### config.mk
export PLATFORM = sky130hd
export DESIGN_NAME = data_mem_responder
export DESIGN_NICKNAME = d
export VERILOG_FILES = /design/src/rtl/data_mem_responder_pkg.sv /design/src/rtl/data_mem_array.sv /design/src/rtl/data_mem_responder.sv
export SDC_FILE = /design/constraint.sdc
export NUM_CORES = 2
export LEC_CHECK = 0
export CAP_MARGIN = 20
export CORE_MARGIN = 2
export CORE_UTILIZATION = 23
export CTS_BUF_LIST = sky130_fd_sc_hd__clkbuf_4 sky130_fd_sc_hd__clkbuf_8 sky130_fd_sc_hd__clkbuf_16
export DETAILED_ROUTE_END_ITERATION = 6
export GPL_ROUTABILITY_DRIVEN = 0
export PLACE_DENSITY_LB_ADDON = 0.25
export SLEW_MARGIN = 20
export SYNTH_ARGS = -nofsm -noshare
export SYNTH_HDL_FRONTEND = slang
export SYNTH_SLANG_ARGS = --single-unit
### constraint.sdc
create_clock -name clk -period 4.9 [get_ports clk]
set_input_delay 0.98 -clock clk [delete_from_list [all_inputs] [get_ports clk]]
set_output_delay 0.98 -clock clk [all_outputs]
set_load 0.03 [all_outputs]
### src/rtl/data_mem_responder_pkg.sv
// Shared defines for the data memory responder: opcodes, funct3 codes, FSM states.
// Build option: MISALIGN_TRAP_EN (see data_mem_responder.sv).
package data_mem_responder_pkg;

  localparam logic [6:0] OP_LOAD  = 7'b0000011;
  localparam logic [6:0] OP_STORE = 7'b0100011;

  localparam logic [2:0] F3_LB  = 3'b000;
  localparam logic [2:0] F3_LH  = 3'b001;
  localparam logic [2:0] F3_LW  = 3'b010;
  localparam logic [2:0] F3_LBU = 3'b100;
  localparam logic [2:0] F3_LHU = 3'b101;
  localparam logic [2:0] F3_SB  = 3'b000;
  localparam logic [2:0] F3_SH  = 3'b001;
  localparam logic [2:0] F3_SW  = 3'b010;

  typedef enum logic [1:0] {
    IDLE = 2'd0,
    WAIT = 2'd1,
    DONE = 2'd2
  } state_t;

  typedef enum logic [1:0] {
    SZ_B = 2'd0,
    SZ_H = 2'd1,
    SZ_W = 2'd2
  } size_t;

  // Reserved encodings (011, 110, 111) fall through to word access.
  function automatic size_t size_of(input logic [2:0] f3);
    size_t s;
    s = SZ_W;
    unique case (1'b1)
      (f3[1:0] == F3_LB[1:0]): s = SZ_B;
      (f3[1:0] == F3_LH[1:0]): s = SZ_H;
      default:                 s = SZ_W;
    endcase
    return s;
  endfunction

endpackage

### src/rtl/data_mem_array.sv
// Byte-lane data storage: write on clock edge per byte enable, combinational read.
// Contents are deliberately not reset.
module data_mem_array #(
  parameter int WORDS = 64,
  parameter int AW    = $clog2(WORDS)
) (
  input  logic          clk,
  input  logic [AW-1:0] idx,
  input  logic [3:0]    be,
  input  logic [31:0]   wdata,
  output logic [31:0]   rdata
);

  logic [31:0] mem [WORDS];

  always_ff @(posedge clk) begin
    for (int i = 0; i < 4; i++) begin
      if (be[i]) mem[idx][8*i +: 8] <= wdata[8*i +: 8];
    end
  end

  assign rdata = mem[idx];

endmodule

### src/rtl/data_mem_responder.sv
// Wait-stated data memory responder with load extension and store lane steering.
// Define MISALIGN_TRAP_EN to suppress misaligned accesses and flag them.
module data_mem_responder
  import data_mem_responder_pkg::*;
#(
  parameter int MEM_WORDS   = 64,
  parameter int WAIT_CYCLES = 1
) (
  input  logic        clk,
  input  logic        rst,
  input  logic        memRead,
  input  logic        memWrite,
  input  logic [2:0]  funct3,
  input  logic [31:0] addr,
  input  logic [31:0] wdata,
  output logic [31:0] rdata,
  output logic        stall,
  output logic        done,
  output logic        misaligned
);

  localparam int AW = $clog2(MEM_WORDS);
  localparam bit NOWAIT = (WAIT_CYCLES == 0);

  state_t      state;
  logic [3:0]  cnt;
  logic [31:0] addr_q;
  logic [31:0] wdata_q;
  logic [2:0]  f3_q;
  logic        wr_q;

  logic        req;
  logic [31:0] a;
  logic [31:0] wd;
  logic [2:0]  f3;
  logic        wr;
  size_t       sz;
  logic [1:0]  off;
  logic        trap;
  logic        fin;
  logic [3:0]  be;
  logic [31:0] sdata;
  logic [31:0] rd_word;
  logic [31:0] ld;
  logic [7:0]  lb;
  logic [15:0] lh;
  logic        unused_hi;

  assign req = memRead | memWrite;

  // In IDLE the live request is used so a zero-wait access completes at once.
  always_comb begin
    a  = addr_q;
    wd = wdata_q;
    f3 = f3_q;
    wr = wr_q;
    if (state == IDLE) begin
      a  = addr;
      wd = wdata;
      f3 = funct3;
      wr = memWrite;
    end
  end

  assign sz = size_of(f3);
  assign unused_hi = ^a[31:AW+2];

`ifdef MISALIGN_TRAP_EN
  always_comb begin
    trap = 1'b0;
    off  = a[1:0];
    unique case (1'b1)
      (sz == SZ_H): trap = a[0];
      (sz == SZ_W): trap = |a[1:0];
      default:      trap = 1'b0;
    endcase
  end
`else
  always_comb begin
    trap = 1'b0;
    off  = a[1:0];
    unique case (1'b1)
      (sz == SZ_H): off = {a[1], 1'b0};
      (sz == SZ_W): off = 2'b00;
      default:      off = a[1:0];
    endcase
  end
`endif

  assign fin = (state == IDLE && req && NOWAIT)
            || (state == WAIT && cnt == 4'd1);

  always_comb begin
    be    = 4'b0000;
    sdata = wd;
    unique case (1'b1)
      (sz == SZ_B): begin
        be    = 4'b0001 << off;
        sdata = {4{wd[7:0]}};
      end
      (sz == SZ_H): begin
        be    = off[1] ? 4'b1100 : 4'b0011;
        sdata = {2{wd[15:0]}};
      end
      default: be = 4'b1111;
    endcase
    if (!(fin && wr && !trap && !rst)) be = 4'b0000;
  end

  data_mem_array #(
    .WORDS (MEM_WORDS),
    .AW    (AW)
  ) u_array (
    .clk   (clk),
    .idx   (a[AW+1:2]),
    .be    (be),
    .wdata (sdata),
    .rdata (rd_word)
  );

  always_comb begin
    lb = rd_word[{off, 3'b000} +: 8];
    lh = off[1] ? rd_word[31:16] : rd_word[15:0];
    ld = rd_word;
    unique case (1'b1)
      (sz == SZ_B): ld = {{24{lb[7] & ~f3[2]}}, lb};
      (sz == SZ_H): ld = {{16{lh[15] & ~f3[2]}}, lh};
      default:      ld = rd_word;
    endcase
  end

  assign stall = !rst && ((state == IDLE && req) || state == WAIT);

  always_ff @(posedge clk) begin
    if (rst) begin
      state      <= IDLE;
      cnt        <= 4'd0;
      addr_q     <= '0;
      wdata_q    <= '0;
      f3_q       <= '0;
      wr_q       <= 1'b0;
      rdata      <= '0;
      done       <= 1'b0;
      misaligned <= 1'b0;
    end else begin
      done       <= 1'b0;
      misaligned <= 1'b0;
      unique case (state)
        IDLE: begin
          if (req) begin
            addr_q  <= addr;
            wdata_q <= wdata;
            f3_q    <= funct3;
            wr_q    <= memWrite;
            if (NOWAIT) begin
              state <= DONE;
            end else begin
              state <= WAIT;
              cnt   <= 4'(WAIT_CYCLES);
            end
          end
        end
        WAIT: begin
          cnt <= cnt - 4'd1;
          if (cnt == 4'd1) state <= DONE;
        end
        DONE: state <= IDLE;
        default: state <= IDLE;
      endcase
      if (fin) begin
        done       <= 1'b1;
        misaligned <= trap;
        if (!wr && !trap) rdata <= ld;
      end
    end
  end

endmodule

Word level (Yosys, flattened, before mapping)
Memories as Yosys holds them, arrays and structs flattened.
Index checks and enable logic that the tools add are counted.
{"block": "op_classes", "add_sub_neg": 1, "shift": 2, "mux": 26, "div": 0, "n_eq_ne": 7, "reduce_logical": 15, "mul": 0, "order_cmp": 0, "bitwise": 5}
{"operator": "32-bit one-hot mux with 2 select lines", "count": 2}
{"operator": "32-bit two-way mux", "count": 1}
{"operator": "32-bit by 6-bit variable part select with 8-bit output", "count": 1}
{"operator": "16-bit two-way mux", "count": 1}
{"operator": "4-bit one-hot mux with 2 select lines", "count": 2}
{"operator": "4-bit two-way mux", "count": 3}
{"operator": "2-bit one-hot mux with 2 select lines", "count": 3}
{"operator": "1-bit two-way mux", "count": 10}
{"operator": "8-bit two-way mux", "count": 1}
{"operator": "2-bit AND reduction", "count": 4}
{"operator": "2-bit by 1-bit equality test with 1-bit output, second input constant", "count": 3}
{"operator": "2-bit zero test", "count": 3}
{"operator": "1-bit logical AND", "count": 5}
{"operator": "4-bit by 1-bit equality test with 1-bit output, second input constant", "count": 1}
{"operator": "2-bit two-way mux", "count": 2}
{"operator": "1-bit by 2-bit << shifter with 4-bit output, first input constant", "count": 1}
{"operator": "4-bit by 1-bit subtractor with 4-bit output, second input constant", "count": 1}
{"operator": "3-bit two-way mux", "count": 1}
{"operator": "1-bit bitwise AND", "count": 2}
{"operator": "2-bit equality test, second input constant", "count": 1}
{"operator": "2-bit by 1-bit inequality test with 1-bit output, second input constant", "count": 1}
{"operator": "2-bit inequality test, second input constant", "count": 1}
{"operator": "1-bit inverter", "count": 2}
{"operator": "2-bit nonzero test", "count": 1}
{"operator": "other kinds (3)", "count": 3}
{"block": "totals", "out_inout_bits": 35, "mem_count": 1, "register_bits": 83, "latchBits": 0, "romBits": 0, "elab_cells": 65, "ramBits": 2048, "input_bits": 71}
{"name": "u_array.mem", "depth": 64, "width": 32, "rd": 1, "rd_clocked_by_memory_dff": 0, "write_ports": 1, "line": "data_mem_array.sv:14", "rtl": "logic [31:0] mem [WORDS];"}

Depth between registers and ports, before layout
{"block": "depth", "word_depth": 11, "mapped_depth": 17, "mapped_depth_nobuf": 10}

By module
A second synthesis with hierarchy kept.
{"block": "unflattened", "cells_unflattened": 5010, "hier_area_um2": 82863.2}
{"module": "data_mem_array", "instances": 1, "area_per_inst_um2": 78358.9, "cells_each": 4449, "seq_area_each_um2": 61499.0}
{"module": "data_mem_responder", "instances": 1, "area_per_inst_um2": 4504.3, "cells_each": 561, "seq_area_each_um2": 1661.6}

Worst setup path after synthesis
No wires, ideal clock.
{"block": "synth_timing", "path_type": "reg2reg", "from": "register state[1]", "to": "memory u_array.mem[0][24], data pin", "arrival_time_ns": 3.853, "stages_incl_launch_ff": 10, "t_required_ns": 4.312, "n_path_buf": 4, "slack_ns": 0.459, "setup_time_ns": 0.588, "path_cell_list": "dfxtp_1 > nor2_1 > buf_4 > buf_2 > buf_1 > clkbuf_1 > mux2i_1 > nand2_1 > a21oi_1 > a31oi_1"}
{"block": "synth_between", "elab_chain_cells": 6, "elab_cells_between_ends": 9}
{"item": "start: declaration", "line": "data_mem_responder.sv:25", "rtl": "state_t state;"}
{"item": "start signal: assignment", "line": "data_mem_responder.sv:136", "rtl": "state <= IDLE;"}
{"item": "start signal: assignment", "line": "data_mem_responder.sv:156", "rtl": "state <= DONE;"}
{"item": "start signal: assignment", "line": "data_mem_responder.sv:158", "rtl": "state <= WAIT;"}
{"item": "2-bit zero test *", "line": "data_mem_responder.sv:57", "rtl": "if (state == IDLE) begin"}
{"item": "3-bit two-way mux", "line": "data_mem_responder.sv:57"}
{"item": "2-bit by 1-bit equality test with 1-bit output / 2-bit zero test (equally long branches)", "line": "data_mem_responder_pkg.sv:35, data_mem_responder_pkg.sv:34"}
{"item": "2-bit one-hot mux with 2 select lines", "line": "data_mem_responder_pkg.sv:33", "rtl": "unique case (1'b1)"}
{"item": "2-bit by 1-bit equality test with 1-bit output / 2-bit zero test (equally long branches)", "line": "data_mem_responder.sv:101, data_mem_responder.sv:97"}
{"item": "32-bit one-hot mux with 2 select lines *", "line": "data_mem_responder.sv:96", "rtl": "unique case (1'b1)"}
{"item": "net sdata[24]", "line": "data_mem_responder.sv:42", "rtl": "logic [31:0] sdata;"}
{"item": "end: declaration", "line": "data_mem_array.sv:14"}
The timed path passes the listed nets; every way through them passes the cells marked *.

Worst setup path in the final report
{"block": "layout_timing", "from": "register state[0]", "to": "register rdata[10]"}
{"block": "layout_between", "elab_chain_cells": 9, "elab_cells_between_ends": 21}
{"item": "2-bit zero test", "line": "data_mem_responder.sv:57"}
{"item": "3-bit two-way mux", "line": "data_mem_responder.sv:57"}
{"item": "2-bit by 1-bit equality test with 1-bit output / 2-bit zero test (equally long branches)", "line": "data_mem_responder_pkg.sv:35, data_mem_responder_pkg.sv:34"}
{"item": "2-bit one-hot mux with 2 select lines", "line": "data_mem_responder_pkg.sv:33"}
{"item": "2-bit equality test / 2-bit by 1-bit equality test with 1-bit output (equally long branches)", "line": "data_mem_responder.sv:84, data_mem_responder.sv:83, data_mem_responder.sv:127"}
{"item": "2-bit one-hot mux with 2 select lines", "line": "data_mem_responder.sv:82", "rtl": "unique case (1'b1)"}
{"item": "32-bit by 6-bit variable part select with 8-bit output", "line": "data_mem_responder.sv:122", "rtl": "lb = rd_word[{off, 3'b000} +: 8];"}
{"item": "1-bit bitwise AND", "line": "data_mem_responder.sv:126", "rtl": "(sz == SZ_B): ld = {{24{lb[7] & ~f3[2]}}, lb};"}
{"item": "32-bit one-hot mux with 2 select lines", "line": "data_mem_responder.sv:125", "rtl": "unique case (1'b1)"}
{"item": "end signal: assignment", "line": "data_mem_responder.sv:173", "rtl": "if (!wr && !trap) rdata <= ld;"}
{"item": "end: declaration", "line": "data_mem_responder.sv:16", "rtl": "output logic [31:0] rdata,"}
Parallel ways exist; a longest one is shown, timed or not.
A chain may end at the register's enable or synchronous reset.

==> impl_metrics.ini <==
[outcome]
outcome = finished clean

[setup_path]
reg2reg_slack_ns = 0.12
worstReg2RegStart = state[0]
path_cells = or2_2, buf_12, a21oi_4, buf_12, buf_4, nand2_1, a31oi_1, nand2_1, a221o_1, or4_1, buf_4, o311a_1, a211oi_2
crit_fanout = 25
cp_slowest_cell = or2_2
r2r-end = rdata[10]
critPathKind = reg -> reg
cpPeakStageDelay_ns = 0.61
critical_path.top_delay_family = compound AO/OA/AOI/OAI gates
critPathBufInv = 4
worst_r2r_path_depth = 13
critPathCaptureType = flop
critPathArrivalTime_ns = 5.59
setup.worst_path.start_class = flop
crit_required_ns = 5.71

[detailed_routing]
drcViolationCount = 0
wl_mm = 326
drtAntennaViolNets = 0
vias = 57100
route.detailed.wl_per_inst_um = 28.2
via_per_inst = 4.94
drt_iter0_drc = 6440
firstDrtPassIters = 6

[clock_network]
cts_max_level = 4
ctsHoldBuffers = 0
clock_tree.buffer_depth = 3
post_cts_buffers = 0
clk_pin_slew_worst_paths_ns = 0.06
numClockSinks = 2131
cts_root_buf = clkbuf_16
cts_buffers = 226
insertion_delay_ns = 0.89
cts_tree = done

[synth]
synth_nets = 5817
synth_warnings = 0
synth_area_um2 = 82800
synth_top_cell_area_share = 0.743
avgSynthCellArea_um2 = 14.4
synth_edf_count = 2048
yosys.cell_types.count = 89
netlist_top_cells_area = edfxtp_1 74%, o22ai_1 3.9%, nand2_1 3.5%
synth-seq-cells = 2131
synth.largest_area_cell = edfxtp_1
async_reset_ff_frac = 0
syn-instance-count = 5744
synth_ff_type = edfxtp_1
ys_seq_area_frac = 0.763

[grt]
overflow = 0
antenna_found_initial = 17
track_usage = 0.173
grt_start_max_net_pins = 65
grt_pass1_vias = 55800
grt_pass1_wl_mm = 451

[worst_hold_path]
hold_depth = 2
hold_start = rst
min_to = state[0]
hold_path.class = in -> reg

[power]
total_power_mw = 46.1
ir_drop_v = 0.000291
p_leak_nw = 34.3
power.density_nw_per_um2 = 441

[timing]
slew_headroom = 0.285
whs_ns = 0.383
setup-tns-final_ns = 0
finClkSkew_ns = 0.0519
hold_viol_final = 0
period_minus_slack_ns = 4.78
fin_crit_sh = 0.976
rsz0062_at_grt = false
setup-violations-final = 0
fmax_mhz = 209
slew_violations = 0
tightestPinTransition_ns = 1.06

[floorplan]
core_um2 = 359000
die_x_um = 604
rows = 220
io_pins = 106
initial_core_util = 0.231
die_h_um = 604
dieArea_um2 = 365000

[finish]
final_nets = 6660
final_common_cell = edfxtp_1
final_cell_mix = 2048 x edfxtp_1, 835 x buf_4, 752 x nand2_1
drive_above_1_share = 0.215
area_growth_pct = 26.3
fill_cells = 35900

[place]
place_hpwl_mm = 216
port_buffers = 80

[run]
cap_violations = 0
==> worst register-to-register path, cell delays in order, from the launching register on <==
cell and delay, ns:
dfxtp_1 0.60, or2_2 0.64, buf_12 0.25, a21oi_4 0.33, buf_12 0.28, buf_4 0.28, nand2_1 0.07, a31oi_1 0.37
nand2_1 0.22, a221o_1 0.40, or4_1 0.51, buf_4 0.23, o311a_1 0.34, a211oi_2 0.21
==> cells by family after synthesis <==
logic type               Yosys count  share of synthesized area
AO/OA/AOI/OAI                   1384                      0.109
flip-flops                      2131                      0.763
adder cells (fa/ha/maj)            2                   0.000302
other                              1                  0.0000453
multiplexers                      87                     0.0107
buffers and inverters            444                     0.0262
AND/OR/NAND/NOR                 1695                     0.0904
==> worst max path at each step <==
stage	start	to	slack, ns	cells past startpoint
6_report	state[0]	rdata[10]	0.12	13
5_1_grt	state[0]	rdata[0]	0.08	15
4_1_cts	state[0]	rdata[14]	0.01	14
3_5_place_dp	addr[2]	rdata[3]	-0.64	15
3_3_place_gp	addr[2]	rdata[13]	-0.85	15
2_1_floorplan	state[1]	u_array.mem[0][24]	0.46	9
==> cell usage after synthesis, types with 15 or more instances <==
master / number
edfxtp_1: 2048
nand2_1: 764
o22ai_1: 520
nor3_1: 287
nor2_1: 270
a21oi_1: 251
nand3_1: 196
a31oi_1: 167
clkbuf_1: 160
buf_2: 153
o21ai_0: 93
dfxtp_1: 83
mux2i_1: 82
o221ai_1: 62
nor4_1: 53
buf_1: 52
and3_1: 48
a211oi_1: 47
buf_4: 46
o31ai_1: 30
a32oi_1: 27
a311oi_1: 22
o211ai_1: 20
buf_6: 19
o21bai_1: 17
a22oi_1: 15
a32o_1: 15
==> cell type report <==
| type | instances | area, µm² | area share |
|---|---|---|---|
| diodes | 5 | 12.5 | 0.000120 |
| clock buffers | 285 | 6250 | 0.0597 |
| clock inverters | 143 | 1420 | 0.0136 |
| inverters | 14 | 52.6 | 0.000502 |
| multi-input cells | 3169 | 18000 | 0.173 |
| flip-flops and latches | 2131 | 63200 | 0.604 |
| well taps | 4773 | 5970 | 0.0571 |
| repair buffers | 1045 | 9680 | 0.0926 |
==> report_power, final <==
part	internal, mW	switching [mW]
clock network	10.2	7.42
registers	20.9	0.0888
logic	2.21	5.28
total	33.3	12.8
==> through the flow <==
step                area (µm²)  setup WS [ns]  cells   util
detailed placement       96900         -0.643  11100  0.270
finish                  105000          0.118  11600  0.292
CTS                     105000         0.0114  11600  0.292
global route            105000         0.0753  11600  0.292
floorplan                82800          0.459   5744      -
global placement         96900         -0.851  11100  0.270
==> what timing repair did <==
action | in CTS | in global routing
resized for setup | 0 | 2
hold endpoints to repair | 0 | 0
setup endpoints to repair | 0 | 3
==> sequential cells by signal, indices dropped and copies added, names as in the netlist <==
name,count
done,1
wr_q,1
u_array.mem,2048
f3_q,3
wdata_q,32
state,2
addr_q,8
cnt,4
rdata,32
==> metal layers <==
metal,up-vias,wire length (µm),track usage
li1,24300,-,-
met1,29900,140000,0.235
met2,2432,153000,0.281
met3,463,22400,0.0271
met4,2,11300,0.0587
met5,-,7,0
Power figures use the tool's default switching activity.
